[config.mk]
export PLATFORM = sky130hd
export DESIGN_NAME = cv32e40p_tmr_fault_ctrl
export DESIGN_NICKNAME = d
export VERILOG_FILES = /design/src/rtl/cv32e40p_pkg.sv /design/src/rtl/cv32e40p_tmr_fault_cnt.sv /design/src/rtl/cv32e40p_tmr_fault_ctrl.sv
export SDC_FILE = /design/constraint.sdc
export NUM_CORES = 1
export LEC_CHECK = 0
export CORE_ASPECT_RATIO = 1.4
export CORE_UTILIZATION = 59
export DETAILED_ROUTE_END_ITERATION = 6
export DONT_BUFFER_PORTS = 1
export GPL_ROUTABILITY_DRIVEN = 0
export PLACE_DENSITY = 0.86
export REMOVE_ABC_BUFFERS = 1
export SLEW_MARGIN = 20
export SYNTH_ARGS = -nofsm -noshare
export SYNTH_HDL_FRONTEND = slang
export SYNTH_SLANG_ARGS = --single-unit
[constraint.sdc]
create_clock -name clk -period 6.1 [get_ports clk]
set_input_delay 0.915 -clock clk [delete_from_list [all_inputs] [get_ports clk]]
set_output_delay 0.915 -clock clk [all_outputs]
set_load 0.02 [all_outputs]
[src/rtl/cv32e40p_pkg.sv]
// Shared definitions for the TMR ALU supervisory logic.
package cv32e40p_pkg;

  // Number of ALU replicas behind the majority voters
  localparam int unsigned TMR_REPLICAS = 3;

  // Supervisory controller states
  typedef enum logic [1:0] {
    TMR_NORMAL = 2'd0,
    TMR_RETRY  = 2'd1,
    TMR_FATAL  = 2'd2
  } tmr_ctrl_state_e;

  // True when at least two of the (masked) replicas disagree with the vote,
  // i.e. the voted value cannot be trusted as a majority result.
  function automatic logic tmr_multi_fault(input logic [TMR_REPLICAS-1:0] em);
    return (em[0] & em[1]) | (em[0] & em[2]) | (em[1] & em[2]);
  endfunction

endpackage

[src/rtl/cv32e40p_tmr_fault_cnt.sv]
// Saturating fault counter for a single ALU replica. Reports a threshold hit
// combinationally in the cycle whose increment lands exactly on FAULT_THRESH.
module cv32e40p_tmr_fault_cnt #(
  parameter int unsigned CNT_W        = 4,
  parameter int unsigned FAULT_THRESH = 8
) (
  input  logic             clk,
  input  logic             rst_n,
  input  logic             inc_i,
  input  logic             clr_i,
  output logic [CNT_W-1:0] cnt_o,
  output logic             hit_o
);

  localparam logic [CNT_W-1:0] CntMax = '1;
  localparam logic [CNT_W-1:0] CntOne = CNT_W'(1);
  localparam logic [CNT_W-1:0] Thresh = CNT_W'(FAULT_THRESH);

  logic [CNT_W-1:0] cnt_d, cnt_q;
  logic             sat;

  assign sat = (cnt_q == CntMax);

  // A saturated counter never reports a new hit, so a replica cannot be
  // retired twice by a counter parked at its maximum.
  assign hit_o = inc_i & ~sat & ((cnt_q + CntOne) == Thresh);
  assign cnt_o = cnt_q;

  // Next count: clear wins, otherwise increment unless already saturated
  always_comb begin
    cnt_d = cnt_q;
    if (clr_i) begin
      cnt_d = '0;
    end else if (inc_i && !sat) begin
      cnt_d = cnt_q + CntOne;
    end
  end

  // Count register
  always_ff @(posedge clk or negedge rst_n) begin
    if (!rst_n) begin
      cnt_q <= '0;
    end else begin
      cnt_q <= cnt_d;
    end
  end

endmodule

[src/rtl/cv32e40p_tmr_fault_ctrl.sv]
// Supervisory controller for the triplicated ALU. Tracks per-replica
// disagreements, retires a faulty replica (degraded two-replica mode),
// stalls and re-issues operations that have no majority, and escalates to a
// sticky fatal state after repeated failures. All outputs are registered.
module cv32e40p_tmr_fault_ctrl
  import cv32e40p_pkg::*;
#(
  parameter int unsigned CNT_W        = 4,
  parameter int unsigned FAULT_THRESH = 8,
  parameter int unsigned RETRY_WAIT   = 2,
  parameter int unsigned MAX_RETRY    = 3
) (
  input  logic                            clk,
  input  logic                            rst_n,
  input  logic                            valid_i,
  input  logic                            ex_ready_i,
  input  logic [TMR_REPLICAS-1:0]         mismatch_i,
  input  logic                            no_majority_i,
  input  logic                            clear_i,
  output logic [TMR_REPLICAS-1:0]         replica_en_o,
  output logic                            degraded_o,
  output logic                            stall_o,
  output logic                            retry_o,
  output logic                            fatal_o,
  output logic                            irq_o,
  output logic [TMR_REPLICAS*CNT_W-1:0]   fault_cnt_o
);

  localparam logic [3:0] RetryWait = 4'(RETRY_WAIT);
  localparam logic [3:0] MaxRetry  = 4'(MAX_RETRY);

  tmr_ctrl_state_e state_d, state_q;

  logic [TMR_REPLICAS-1:0] replica_en_d, replica_en_q;
  logic                    degraded_d, degraded_q;
  logic                    stall_d, stall_q;
  logic                    retry_d, retry_q;
  logic                    fatal_d, fatal_q;
  logic                    irq_d, irq_q;
  logic [2:0]              retry_cnt_d, retry_cnt_q;
  logic [3:0]              wait_cnt_d, wait_cnt_q;

  logic [TMR_REPLICAS-1:0] em;
  logic [TMR_REPLICAS-1:0] cnt_inc;
  logic [TMR_REPLICAS-1:0] cnt_hit;
  logic                    multi;
  logic                    sample;
  logic                    nomaj_evt;
  logic                    clean_evt;
  logic                    last_retry;

  // Disagreements from retired replicas are meaningless and are masked off.
  // A sample coinciding with a software clear is dropped.
  assign em         = mismatch_i & replica_en_q;
  assign multi      = tmr_multi_fault(em);
  assign sample     = valid_i & ex_ready_i & ~clear_i & (state_q == TMR_NORMAL);
  assign nomaj_evt  = sample & (no_majority_i | multi);
  assign clean_evt  = sample & ~no_majority_i & ~multi;
  assign cnt_inc    = {TMR_REPLICAS{clean_evt}} & em;
  assign last_retry = (({1'b0, retry_cnt_q} + 4'd1) == MaxRetry);

  for (genvar k = 0; k < TMR_REPLICAS; k++) begin : g_cnt
    cv32e40p_tmr_fault_cnt #(
      .CNT_W        (CNT_W),
      .FAULT_THRESH (FAULT_THRESH)
    ) u_cnt (
      .clk   (clk),
      .rst_n (rst_n),
      .inc_i (cnt_inc[k]),
      .clr_i (clear_i),
      .cnt_o (fault_cnt_o[k*CNT_W +: CNT_W]),
      .hit_o (cnt_hit[k])
    );
  end

  // Next-state and output decode; clear_i overrides everything at the end
  always_comb begin
    state_d      = state_q;
    replica_en_d = replica_en_q;
    degraded_d   = degraded_q;
    stall_d      = stall_q;
    retry_d      = 1'b0;
    fatal_d      = fatal_q;
    irq_d        = 1'b0;
    retry_cnt_d  = retry_cnt_q;
    wait_cnt_d   = wait_cnt_q;

    case (state_q)
      TMR_NORMAL: begin
        if (nomaj_evt) begin
          if (last_retry) begin
            state_d = TMR_FATAL;
            fatal_d = 1'b1;
            irq_d   = 1'b1;
            stall_d = 1'b0;
          end else begin
            retry_cnt_d = retry_cnt_q + 3'd1;
            state_d     = TMR_RETRY;
            stall_d     = 1'b1;
            wait_cnt_d  = 4'd1;
            retry_d     = (RetryWait == 4'd1);
          end
        end else if (clean_evt) begin
          retry_cnt_d = '0;
          if (|cnt_hit) begin
            // At most one replica can hit here since a clean event has at
            // most one masked mismatch bit set.
            if (&replica_en_q) begin
              replica_en_d = replica_en_q & ~cnt_hit;
              degraded_d   = 1'b1;
              irq_d        = 1'b1;
            end else begin
              state_d = TMR_FATAL;
              fatal_d = 1'b1;
              irq_d   = 1'b1;
            end
          end
        end
      end

      TMR_RETRY: begin
        // The cycle presenting retry_o is the last stalled cycle
        if (retry_q) begin
          state_d    = TMR_NORMAL;
          stall_d    = 1'b0;
          wait_cnt_d = '0;
        end else begin
          wait_cnt_d = wait_cnt_q + 4'd1;
          stall_d    = 1'b1;
          retry_d    = ((wait_cnt_q + 4'd1) == RetryWait);
        end
      end

      TMR_FATAL: begin
        stall_d = 1'b0;
      end

      default: begin
        state_d = TMR_NORMAL;
      end
    endcase

    if (clear_i) begin
      state_d      = TMR_NORMAL;
      replica_en_d = '1;
      degraded_d   = 1'b0;
      stall_d      = 1'b0;
      retry_d      = 1'b0;
      fatal_d      = 1'b0;
      irq_d        = 1'b0;
      retry_cnt_d  = '0;
      wait_cnt_d   = '0;
    end
  end

  // State and output registers
  always_ff @(posedge clk or negedge rst_n) begin
    if (!rst_n) begin
      state_q      <= TMR_NORMAL;
      replica_en_q <= '1;
      degraded_q   <= 1'b0;
      stall_q      <= 1'b0;
      retry_q      <= 1'b0;
      fatal_q      <= 1'b0;
      irq_q        <= 1'b0;
      retry_cnt_q  <= '0;
      wait_cnt_q   <= '0;
    end else begin
      state_q      <= state_d;
      replica_en_q <= replica_en_d;
      degraded_q   <= degraded_d;
      stall_q      <= stall_d;
      retry_q      <= retry_d;
      fatal_q      <= fatal_d;
      irq_q        <= irq_d;
      retry_cnt_q  <= retry_cnt_d;
      wait_cnt_q   <= wait_cnt_d;
    end
  end

  assign replica_en_o = replica_en_q;
  assign degraded_o   = degraded_q;
  assign stall_o      = stall_q;
  assign retry_o      = retry_q;
  assign fatal_o      = fatal_q;
  assign irq_o        = irq_q;

endmodule
# After elaboration in Yosys (flattened, before gate mapping)
# Index checks and enable logic that the tools add are counted.
dict set report totals {
  regBits 29
  input_bits 9
  word_cells 150
}
dict set report op_classes {
  n_addsub 6
  n_reduce_logical 26
  bitwise_logic 28
  eq_ne 21
  n_mux 57
}
# operator count
set ops {}
lappend ops {{two-way mux 4 bit} 10}
lappend ops {{two-way mux 3 bit} 11}
lappend ops {{two-way mux 1 bit} 26}
lappend ops {{== test 4 bit (second input constant)} 6}
lappend ops {{adder 4 x 1 -> 4 bit (second input constant)} 4}
lappend ops {{bitwise AND 1 bit} 15}
lappend ops {{inequality test 3 bit (second input constant)} 5}
lappend ops {{AND reduction 5 bit} 3}
lappend ops {{two-way mux 2 bit} 7}
lappend ops {{nonzero test 2 bit} 7}
lappend ops {{bitwise AND 3 bit} 3}
lappend ops {{AND reduction 3 bit} 3}
lappend ops {{nonzero test 3 bit} 3}
lappend ops {{== test 4 x 2 -> 1 bit (second input constant)} 2}
lappend ops {{inequality test 4 bit (second input constant)} 2}
lappend ops {{one-hot mux 4 bit (2 select lines)} 1}
lappend ops {{NOT 1 bit} 6}
lappend ops {{one-hot mux 2 bit (3 select lines)} 1}
lappend ops {{adder 3 x 1 -> 4 bit (second input constant)} 1}
lappend ops {{inequality test 2 bit (second input constant)} 2}
lappend ops {{inequality test 4 x 3 -> 1 bit (second input constant)} 1}
lappend ops {{nonzero test 4 bit} 1}
lappend ops {{adder 3 x 1 -> 3 bit (second input constant)} 1}
lappend ops {{logical AND 1 bit} 3}
lappend ops {{10 further kinds} 14}

# Depth between registers and ports, before layout
# Gate-level depths: netlist of the first run.
dict set report depth {
  depth_word 17
  depth_mapped 8
}

# By module
# From an unflattened synthesis of the first run, not the netlist that was laid out.
dict set report hier_totals {
  hier_cells 181
  hier_area_um2 1819.2
}
# module area_per_inst_um2 instances cells_per_inst
set by_module_without_submodules {}
lappend by_module_without_submodules {cv32e40p_tmr_fault_ctrl 1046.0 1 106}
lappend by_module_without_submodules {cv32e40p_tmr_fault_cnt 257.7 3 25}

# Least setup slack after synthesis of the first run
# No wires, ideal clock.
dict set report synth_path {
  kind {in2reg}
  startpoint {input port clear_i}
  endpoint {register g_cnt[2].u_cnt.cnt_q[0]}
  t_arrival_ns 2.222
  stages 5
  n_path_buf 0
  path_slack_ns 3.753
  required_time_ns 5.975
  cell_sequence {nand4b_2 or3_4 a311oi_4 nor2_1 mux2_2}
}
dict set report synth_via {
  elab_chain_cells 8
  word_cells_on_any_way 9
  cone_classes {1 x mux; 6 x bitwise; 2 x reduce/logical}
}
# item line_no
set synth_rtl {}
lappend synth_rtl {{from (decl)} cv32e40p_tmr_fault_ctrl.sv:19} ;# input logic clear_i,
lappend synth_rtl {{NOT 1 bit} cv32e40p_tmr_fault_ctrl.sv:56} ;# assign sample = valid_i & ex_ready_i & ~clear_i & (state_q == TMR_NORMAL);
lappend synth_rtl {{bitwise AND 1 bit (2 in a row)} cv32e40p_tmr_fault_ctrl.sv:56}
lappend synth_rtl {{bitwise AND 1 bit (2 in a row)} cv32e40p_tmr_fault_ctrl.sv:58} ;# assign clean_evt = sample & ~no_majority_i & ~multi;
lappend synth_rtl {{bitwise AND 3 bit} cv32e40p_tmr_fault_ctrl.sv:59} ;# assign cnt_inc = {TMR_REPLICAS{clean_evt}} & em;
lappend synth_rtl {{logical AND 1 bit} cv32e40p_tmr_fault_cnt.sv:34} ;# end else if (inc_i && !sat) begin
lappend synth_rtl {{nonzero test 2 bit (no source line)} -}
lappend synth_rtl {{to (signal assigned)} cv32e40p_tmr_fault_cnt.sv:44} ;# cnt_q <= cnt_d;
lappend synth_rtl {{to (decl)} cv32e40p_tmr_fault_cnt.sv:19} ;# logic [CNT_W-1:0] cnt_d, cnt_q;
# Parallel ways exist; a longest one is shown, timed or not.
# A chain may end at the register's enable or synchronous reset.

# Worst setup path after layout of the first run
dict set report layout_path {
  startpoint {register state_q[1]}
  endpoint {register g_cnt[2].u_cnt.cnt_q[0]}
}
dict set report layout_via {
  elab_chain_cells 7
}
# item line_no
set layout_rtl {}
lappend layout_rtl {{from (decl)} cv32e40p_tmr_fault_ctrl.sv:32} ;# tmr_ctrl_state_e state_d, state_q;
lappend layout_rtl {{from (signal assigned)} cv32e40p_tmr_fault_ctrl.sv:169} ;# state_q <= state_d;
lappend layout_rtl {{logical NOT 2 bit} cv32e40p_tmr_fault_ctrl.sv:56}
lappend layout_rtl {{bitwise AND 1 bit} cv32e40p_tmr_fault_ctrl.sv:56}
lappend layout_rtl {{bitwise AND 1 bit (2 in a row)} cv32e40p_tmr_fault_ctrl.sv:58}
lappend layout_rtl {{bitwise AND 3 bit} cv32e40p_tmr_fault_ctrl.sv:59}
lappend layout_rtl {{logical AND 1 bit} cv32e40p_tmr_fault_cnt.sv:34}
lappend layout_rtl {{nonzero test 2 bit (no source line)} -}
# No other way between the ends.

==> results of run 1 <==
final cells by class:
cell class / instances / area [µm²]
Sequential cell: 29 / 729
Clock buffer: 6 / 72.6
Tap cell: 37 / 46.3
Clock inverter: 2 / 10.0
Multi-Input combinational cell: 146 / 1060
Fill cell: 221 / 951
Inverter: 10 / 37.5
logic make-up after synthesis:
group / count (synthesis) / share of synthesized area, %
AOI/OAI and AO/OA: 42 / 18.1
DFF: 29 / 39.8
xor gates and xnor gates: 8 / 3.82
buffers and inverters: 12 / 2.46
muxes: 7 / 4.02
and+or+nand+nor: 76 / 22.9
adders and majority gates: 13 / 8.87
power groups by stage:
stage               combinational (mW)  clock [mW]  sequential [mW]
finish                          0.0818       0.151            0.211
global route                    0.0917       0.162            0.212
CTS                             0.0809       0.156            0.211
detailed placement              0.0803           0            0.214
global placement                0.0755           0            0.214
floorplan                       0.0659           0            0.212
sequential cells by signal, summed over array words and instances (netlist names):
| signal | flops |
|---|---|
| stall_o | 1 |
| wait_cnt_q | 4 |
| degraded_o | 1 |
| replica_en_o | 3 |
| retry_cnt_q | 3 |
| irq_o | 1 |
| state_q | 2 |
| fatal_o | 1 |
| retry_o | 1 |
| g_cnt.u_cnt.cnt_o | 12 |
cell usage after synthesis (4+ instances only):
library cell	instances	area (µm²)
dfrtp_1	26	651
mux2i_1	4	40.0
nand3_1	9	45.0
o21ai_0	8	40.0
inv_1	10	37.5
nand2_1	22	82.6
a21oi_1	8	40.0
a22o_1	4	35.0
ha_1	13	163
nand2b_1	6	37.5
xor2_1	5	43.8
nor2_1	15	56.3
worst max-delay path: stages, from the launching register on:
cell and delay, ps:
dfrtp_1 400, inv_1 90, ha_1 220, nand4b_2 220, or3_4 440, a311oi_4 350
nor2_1 110, mux2_2 280
per-stage QoR:
stage | worst slack, ps | hold WS, ps | power (mW) | instances | utilization (%)
after floorplan | 3750 | 486 | 0.278 | 185 | -
after detailed placement | 3610 | 513 | 0.295 | 222 | 64.4
after global placement | 3700 | 507 | 0.289 | 222 | 64.4
after CTS | 3880 | 305 | 0.448 | 230 | 67.3
final | 3880 | 317 | 0.444 | 230 | 67.3
after global routing | 3660 | 304 | 0.465 | 230 | 67.3
worst paths after layout:
path / start / to / slack, ps / cells past startpoint
worst max-delay path: state_q[1]$_DFFE_PN0P_ / g_cnt[2].u_cnt.cnt_o[0]$_DFFE_PN0P_ / 3880 / 7
worst min-delay path: rst_n / wait_cnt_q[2]$_DFFE_PN0P_ / 320 / 0
worst max register to register: state_q[1]$_DFFE_PN0P_ / g_cnt[2].u_cnt.cnt_o[0]$_DFFE_PN0P_ / 3880 / 7
worst min register to register: state_q[1]$_DFFE_PN0P_ / state_q[1]$_DFFE_PN0P_ / 530 / 1
max in group asynchronous: rst_n / replica_en_o[1]$_DFFE_PN1P_ / 5600 / 0
min in group clk: state_q[1]$_DFFE_PN0P_ / state_q[1]$_DFFE_PN0P_ / 530 / 1
layer usage:
| layer | global-route usage [%] | wire length (µm) | vias to the layer above |
|---|---|---|---|
| met3 | 9.78 | 274 | 10 |
| met4 | 15.1 | 104 | 0 |
| li1 | - | - | 688 |
| met2 | 45.0 | 1900 | 48 |
| met1 | 26.7 | 1430 | 694 |
| met5 | 0 | 0 | - |
==> summary.md, run 1 <==
| Metric | Value |
|---|---|
| Dpl cell area | `0.00187 mm²` |
| Most common cell after layout, fill and taps aside | `dfrtp_1` |
| P_leak | `about 0.90 nW` |
| Post-CTS Hold Buffers | `0` |
| ANT nets after route | `0` |
| H-tree depth | `2` |
| Antenna Cells | `0` |
| Initial antenna violation count | `0` |
| Core area | `approximately 0.0029 mm²` |
| Vias in the first global route | `between 1k and 1.5k` |
| Die X | `49.1 µm` |
| MaxCap Viol Count | `0` |
| Setup TNS | `0 ps` |
| Clock Latency Late Sink | `290 ps` |
| Post-DR vias/cell | `between 6 and 7` |
| Max_slew headroom | `roughly 56%` |
| DPL Wire Length | `between 2000 and 3000 µm` |
| CP Launch Type | `flop` |
| Ports | `29` |
| PwrDens | `227 mW/mm²` |
| Placement Rows | `23` |
| Arr. time, crit path | `2390 ps` |
| Final instance area | `0.00196 mm²` |
| Clock transition at path regs | `60 ps` |
| Final nets | `214` |
| Prevailing post-synth register cell | `dfrtp_1` |
| Tot GR Track Use | `25.9%` |
| Sequential area share after synthesis | `39.8%` |
| Most frequent cells in the layout | `dfrtp_1 (26), nand2_1 (22), nor2_1 (15), ha_1 (13), inv_1 (10)` |
| Die Span Y | `68.0 µm` |
| Synth warn | `0` |
| Post-route DRC | `0` |
| CTS resizes | `0` |
| Clk pwr share | `34.1%` |
| WS Path Type | `flop to flop` |
| Die Area | `about 0.0033 mm²` |
| #FFs+latches synth | `29` |
| Hold Fails Final Rpt | `0` |
| Port Buffers | `0` |
| Layout cells sized above 1 | `13.0%` |
| Wire per inst | `16.1 µm` |
| Syn-to-layout area delta | `6.62%` |
| Psw | `between 0.1 and 0.15 mW` |
| Setup Skew | `6.60 ps` |
| Setup-failing EPs final | `0` |
| Combinational Power Share | `18.4%` |
| CTS tree | `done` |
| Setup bufs post-CTS | `0` |
| Sw frac | `between 20% and 30%` |
| Seq pwr share | `47.5%` |
| Status | `finished clean` |
| Internal | `~0.31 mW` |
| Worst-Margin Slew | `approximately 650 ps` |
| Vias | `about 1.4k` |
| Final period util | `36.5%` |
| Clock sink count | `29` |
| Initial Util | `between 60% and 70%` |
| Worst Hold Class | `input port to async pin` |
| Final min period | `2220 ps` |
| Max IR drop VDD | `about 0.16 mV` |
| Total gr overflow | `0` |
| RSZ-0062 raised after global routing | `no` |
| FMAX | `0.450 GHz` |
| Number of flops mapped to enable cells by yosys | `0` |
| Critical path fanouts, max | `7` |
| Final WL | `about 3700 µm` |
| Initial DRC Count | `53` |
| CTS Buffer Depth | `2` |
| First-pass GRT wire length | `6380 µm` |
| Pin count of the biggest net entering global routing | `30` |
| Cell Area, Synth | `0.00183 mm²` |
| CP Capture Type | `flop` |
| Synth cell types | `48` |
| Root Buffer | `clkbuf_8` |
| CP required | `6270 ps` |
| TritonRoute pass-1 iters | `4` |
| Synth Area per Inst | `approximately 9.8 µm²` |
| Ys async rst share | `100%` |
| Post-synthesis cell count | `187` |
| Total CTS buffers | `5` |
| Pins Over Slew Limit | `0` |
No activity file was read; power rests on OpenSTA's default activity.
==> run 2, diff against run 1 <==
==> constraint.sdc (replaced) <==
create_clock -name clk -period 2.3 [get_ports clk]
set_input_delay 0.345 -clock clk [delete_from_list [all_inputs] [get_ports clk]]
set_output_delay 0.345 -clock clk [all_outputs]
set_load 0.02 [all_outputs]
==> run 2 against run 1 <==
Compared with the run above: flip-flop and latch count unchanged; clock-buffer cell count increased by 1; clock power increased to 3.0 times the previous value; cell count increased by 5.7%; worst hold slack got worse by 180 ps; combinational power increased to 3.4 times the previous value; largest power group unchanged.
==> summary.md, run 2 (synthesis results as in run 1) <==
| Metric | Value |
|---|---|
| Arr. time, crit path | `2330 ps` |
| Post-DR vias/cell | `~6.3` |
| Internal | `about 0.92 mW` |
| Critical path fanouts, max | `6` |
| Initial DRC Count | `31` |
| RSZ-0062 raised after global routing | `no` |
| Setup-failing EPs final | `0` |
| Max FFs per register | `12` |
| Hold Fails Final Rpt | `0` |
| Vias | `1521` |
| Setup WS post-layout | `133 ps` |
| MaxCap Viol Count | `0` |
| Setup Skew | `about 5.4 ps` |
| Worst-Margin Slew | `392 ps` |
| Combinational Power Share | `about a fifth` |
| Layout cells sized above 1 | `19.4%` |
| Worst Hold Class | `input port to flop` |
| DPL Wire Length | `2890 µm` |
| Clock sink count | `29` |
| Psw | `around 0.38 mW` |
| TritonRoute pass-1 iters | `4` |
| Hold Path Stages | `1` |
| CTS tree | `done` |
| Die Span Y | `68.0 µm` |
| WHS Endpoint | `retry_o$_DFF_PN0_` |
| Hold Crit Start | `clear_i` |
| WS Path Type | `flop to flop` |
| Clock Latency Late Sink | `roughly 280 ps` |
| Pins Over Slew Limit | `0` |
| Syn-to-layout area delta | `15.4%` |
| Clk pwr share | `a little over a third` |
| H-tree depth | `2` |
| Max_slew headroom | `between 70% and 80%` |
| CP Launch Type | `flop` |
| First-pass GRT wire length | `slightly below 7000 µm` |
| Antenna Cells | `0` |
| Root Buffer | `clkbuf_8` |
| P_leak | `0.990 nW` |
| Max IR drop VDD | `between 0.5 and 0.6 mV` |
| Dpl cell area | `0.00193 mm²` |
| Reg2reg start | `state_q[1]$_DFFE_PN0P_` |
| Initial antenna violation count | `0` |
| CP required | `2470 ps` |
| Port Buffers | `0` |
| Final period util | `94.2%` |
| Worst reg-to-reg path cell count | `8` |
| Tot GR Track Use | `27.7%` |
| Flop2flop setup slack | `about 130 ps` |
| Setup TNS | `0 ps` |
| Final WL | `4140 µm` |
| Wire per inst | `between 15 and 20 µm` |
| Placed Cells | `230` |
| Post-route insts no fill | `between 200 and 250` |
| Clock transition at path regs | `~60 ps` |
| RR Endpoint | `g_cnt[2].u_cnt.cnt_o[2]$_DFFE_PN0P_` |
| CP Capture Type | `flop` |
| Post-route DRC | `0` |
| Sw frac | `around 29%` |
| Most common cell after layout, fill and taps aside | `dfrtp_1` |
| Placement Rows | `23` |
| Die X | `49.1 µm` |
| Ports | `29` |
| Pin count of the biggest net entering global routing | `30` |
| Die Area | `approximately 0.0033 mm²` |
| Status | `finished clean` |
| Crit path from | `state_q[1]$_DFFE_PN0P_` |
| Final instance area | `0.00212 mm²` |
| PwrDens | `610 mW/mm²` |
| Total gr overflow | `0` |
| Vias in the first global route | `approximately 1.5k` |
| CTS Buffer Depth | `2` |
| Core area | `0.00291 mm²` |
| Dpl ws | `around 64 ps` |
| Final min period | `2170 ps` |
| Total CTS buffers | `5` |
| FMAX | `0.461 GHz` |
| Most frequent cells in the layout | `dfrtp_1 (26), nand2_1 (22), nor2_1 (15), ha_1 (12), buf_4 (11)` |
| Initial Util | `63.1%` |
| Seq pwr share | `about 43%` |
| Final nets | `227` |
| ANT nets after route | `0` |
-- run 2: critical path, stage by stage (launching register included) --
cell and delay (ps):
dfrtp_1 400, inv_1 130, ha_4 180, nand4b_4 160, or3_4 420, a311oi_4 370, buf_4 180, nand2_1 80
mux2i_1 140
-- run 2: area by class of cell --
class                   instances  area (µm²)
well taps                      37        46.3
inverters                      10        37.5
flip-flops and latches         29         729
fillers                       215         790
clock inverters                 1        5.00
repair buffers                 13         113
clock buffers                   7        96.3
multi-input cells             146        1090
-- run 2: repair_timing --
| action | in CTS | in global routing |
|---|---|---|
| hold endpoints to repair | 29 | 0 |
| hold buffers | 2 | 0 |
| setup buffers | 0 | 3 |
| endpoints found under the setup margin | 0 | 10 |
| gates resized for setup | 0 | 5 |
-- run 2: power by group through the flow --
stage | Sequential (mW) | Clock, mW | Combinational (mW)
floorplan | 0.563 | 0 | 0.175
global placement | 0.563 | 0 | 0.204
detailed placement | 0.567 | 0 | 0.225
CTS | 0.557 | 0.473 | 0.243
global route | 0.563 | 0.490 | 0.309
finish | 0.560 | 0.456 | 0.276
-- run 2: how the worst max path moves through the flow --
stage	end	slack (ps)	cells after the start
floorplan	g_cnt[2].u_cnt.cnt_o[0]$_DFFE_PN0P_	280	7
global placement	g_cnt[2].u_cnt.cnt_o[0]$_DFFE_PN0P_	210	7
detailed placement	g_cnt[2].u_cnt.cnt_o[0]$_DFFE_PN0P_	60	7
CTS	g_cnt[2].u_cnt.cnt_o[0]$_DFFE_PN0P_	50	7
global route	g_cnt[2].u_cnt.cnt_o[2]$_DFFE_PN0P_	10	8
finish	g_cnt[2].u_cnt.cnt_o[2]$_DFFE_PN0P_	130	8
-- run 2: per-layer routing --
layer / GRT usage [%] / wire (µm) / vias to the layer above
met5: 0 / 0 / -
met4: 18.4 / 137 / 0
met3: 9.11 / 264 / 12
met2: 49.0 / 2250 / 50
met1: 28.0 / 1490 / 745
li1: - / - / 714
-- run 2: metrics by stage --
step	hold WS [ps]	utilization [%]	power (mW)
CTS	115	71.0	1.27
floorplan	49.4	-	0.738
detailed placement	50.1	66.5	0.792
global route	112	72.8	1.36
finish	132	72.8	1.29
global placement	50.1	66.5	0.767
==> run 3, diff against run 2 <==
--- a/config.mk
+++ b/config.mk
@@ -10,8 +10,8 @@
 export DETAILED_ROUTE_END_ITERATION = 6
 export DONT_BUFFER_PORTS = 1
 export GPL_ROUTABILITY_DRIVEN = 0
+export MAX_ROUTING_LAYER = met4
 export PLACE_DENSITY = 0.86
-export REMOVE_ABC_BUFFERS = 1
 export SLEW_MARGIN = 20
 export SYNTH_ARGS = -nofsm -noshare
 export SYNTH_HDL_FRONTEND = slang
==> run 3 against run 2 <==
Compared with the run above: non-clock buffer count fell by 4; register-to-register slack got worse by 30 ps; critical path depth did not move; worst setup slack got worse by 34 ps; sequential share of layout area rose by 0.86 points; clock-buffer cell count rose by 1; routed wire length fell by 2.6%; clock skew rose by 4.8 ps.
==> summary.md, run 3 (synthesis results as in run 1) <==
| Metric | Value |
|---|---|
| Global routing's busiest layer | `met2` |
| Setup TNS | `0 ps` |
| Pin count of the biggest net entering global routing | `30` |
| First-pass GRT wire length | `6780 µm` |
| Vias | `1442` |
| CP Cell Sequence | `inv_1, ha_4, nand4b_4, or3_4, a311oi_4, buf_4, nand3_1, o22a_1` |
| Critical path fanouts, max | `6` |
| Max IR drop VDD | `0.479 mV` |
| Net Count, Synth | `between 200 and 250` |
| Final period util | `a little over nine tenths` |
| Ports | `29` |
| Most common cell after layout, fill and taps aside | `dfrtp_1` |
| Hold Path Stages | `1` |
| Clock Latency Late Sink | `approximately 290 ps` |
| Tot GR Track Use | `between 20% and 30%` |
| CP max stage cell | `or3_4` |
| CTS Buffer Depth | `2` |
| Worst reg-to-reg path cell count | `8` |
| Layout cells sized above 1 | `15.8%` |
| Port Buffers | `0` |
| Total CTS buffers | `5` |
| Setup Skew | `10.2 ps` |
| CP Capture Type | `flop` |
| PwrDens | `around 600 mW/mm²` |
| Post-route DRC | `0` |
| Post-DR vias/cell | `6.03` |
| Die Area | `0.00334 mm²` |
| Vias in the first global route | `1487` |
| CP required | `2520 ps` |
| Placement Rows | `23` |
| Pins Over Slew Limit | `0` |
| Most frequent cells in the layout | `dfrtp_1 (26), nand2_1 (22), nor2_1 (15), ha_1 (12), inv_1 (10)` |
| Setup-failing EPs final | `0` |
| CP peak stage delay | `430 ps` |
| Total gr overflow | `0` |
| Arr. time, crit path | `about 2400 ps` |
| Clock transition at path regs | `60 ps` |
| Met2 Track Usage GR | `51.9%` |
| CP Launch Type | `flop` |
| Delay-heaviest family, CP | `simple AND/OR/NAND/NOR gates` |
| Final min period | `2200 ps` |
| Root Buffer | `clkbuf_8` |
| Initial Util | `a little over three fifths` |
| Dpl cell area | `~0.0019 mm²` |
| FMAX | `between 0.4 and 0.5 GHz` |
| Die Span Y | `68.0 µm` |
| Worst-Margin Slew | `407 ps` |
| CP bufs+invs | `2` |
| Core area | `roughly 0.0029 mm²` |
| Met3 Use GR | `between 8 and 9%` |
| Antenna Cells | `0` |
| Initial DRC Count | `22` |
| Final instance area | `around 0.0021 mm²` |
| Max_slew headroom | `approximately 73%` |
| WS Path Type | `flop to flop` |
| Final nets | `between 200 and 250` |
| CTS tree | `done` |
| Max FFs per register | `12` |
| Util after Layout | `71.1%` |
| Wire per inst | `16.9 µm` |
| ANT nets after route | `0` |
| Worst Hold Class | `input port to flop` |
| Total power | `1.23 mW` |
| Hold Fails Final Rpt | `0` |
| P_leak | `approximately 0.96 nW` |
| Status | `finished clean` |
| Syn-to-layout area delta | `12.6%` |
| Die X | `~49 µm` |
| Initial antenna violation count | `0` |
| Critical path depth in cells | `8` |
| Met1 Use GR | `28.1%` |
| MaxCap Viol Count | `0` |
| Clock sink count | `29` |
| H-tree depth | `2` |
| Final WL | `around 4000 µm` |
| TritonRoute pass-1 iters | `4` |
| DPL Wire Length | `between 2000 and 3000 µm` |
## run 3: metrics by stage
stage,setup WS [ps],instances,hold slack (ps)
2_1_floorplan,284,187,49.4
3_3_place_gp,199,228,50.2
3_5_place_dp,43.9,228,50.1
4_1_cts,30.0,238,113
5_1_grt,-3.50,239,113
6_report,98.6,239,117
## run 3: worst paths after layout
kind                                            start                           to  slack, ps
setup / recovery               state_q[0]$_DFFE_PN0P_  replica_en_o[2]$_DFFE_PN1P_        100
hold reg to reg            retry_cnt_q[2]$_DFFE_PN0P_   retry_cnt_q[2]$_DFFE_PN0P_        550
setup reg to reg               state_q[0]$_DFFE_PN0P_  replica_en_o[2]$_DFFE_PN1P_        100
min in group asynchronous                       rst_n       state_q[0]$_DFFE_PN0P_        500
max in group asynchronous                       rst_n  replica_en_o[1]$_DFFE_PN1P_       1560
hold / removal                                clear_i    wait_cnt_q[2]$_DFFE_PN0P_        120
## run 3: area by class of cell
cell class	instances	area (µm²)
clock buffers	8	80.1
fillers	226	841
inverters	10	37.5
multi-input cells	146	1090
flip-flops and latches	29	729
well taps	37	46.3
repair buffers	9	82.6
## run 3: worst reg2reg max path, stage by stage (launching register included)
cell and delay (ps):
dfrtp_1 390, inv_1 150, ha_4 190, nand4b_4 170, or3_4 430, a311oi_4 380
buf_4 180, nand3_1 70, o22a_1 160
## run 3: layer usage
metal | part of all wire [%] | up-vias
met3 | 4.4 | 7
met5 | 0 | -
met1 | 39 | 696
met4 | 1.5 | 0
met2 | 55 | 34
li1 | - | 705
## run 3: report_power, final
group | leakage [nW] | internal (mW) | switching [mW] | total, mW
logic | 0.523 | 0.114 | 0.155 | 0.269
registers | 0.393 | 0.531 | 0.0267 | 0.558
clock network | 0.0395 | 0.214 | 0.193 | 0.407
total | 0.955 | 0.860 | 0.374 | 1.23
## run 3: timing repair
action / CTS / global route
hold buffers: 2 / 0
hold endpoints to repair: 29 / 0
setup buffers: 0 / 1
setup endpoints to repair: 0 / 8
resized for setup: 0 / 4
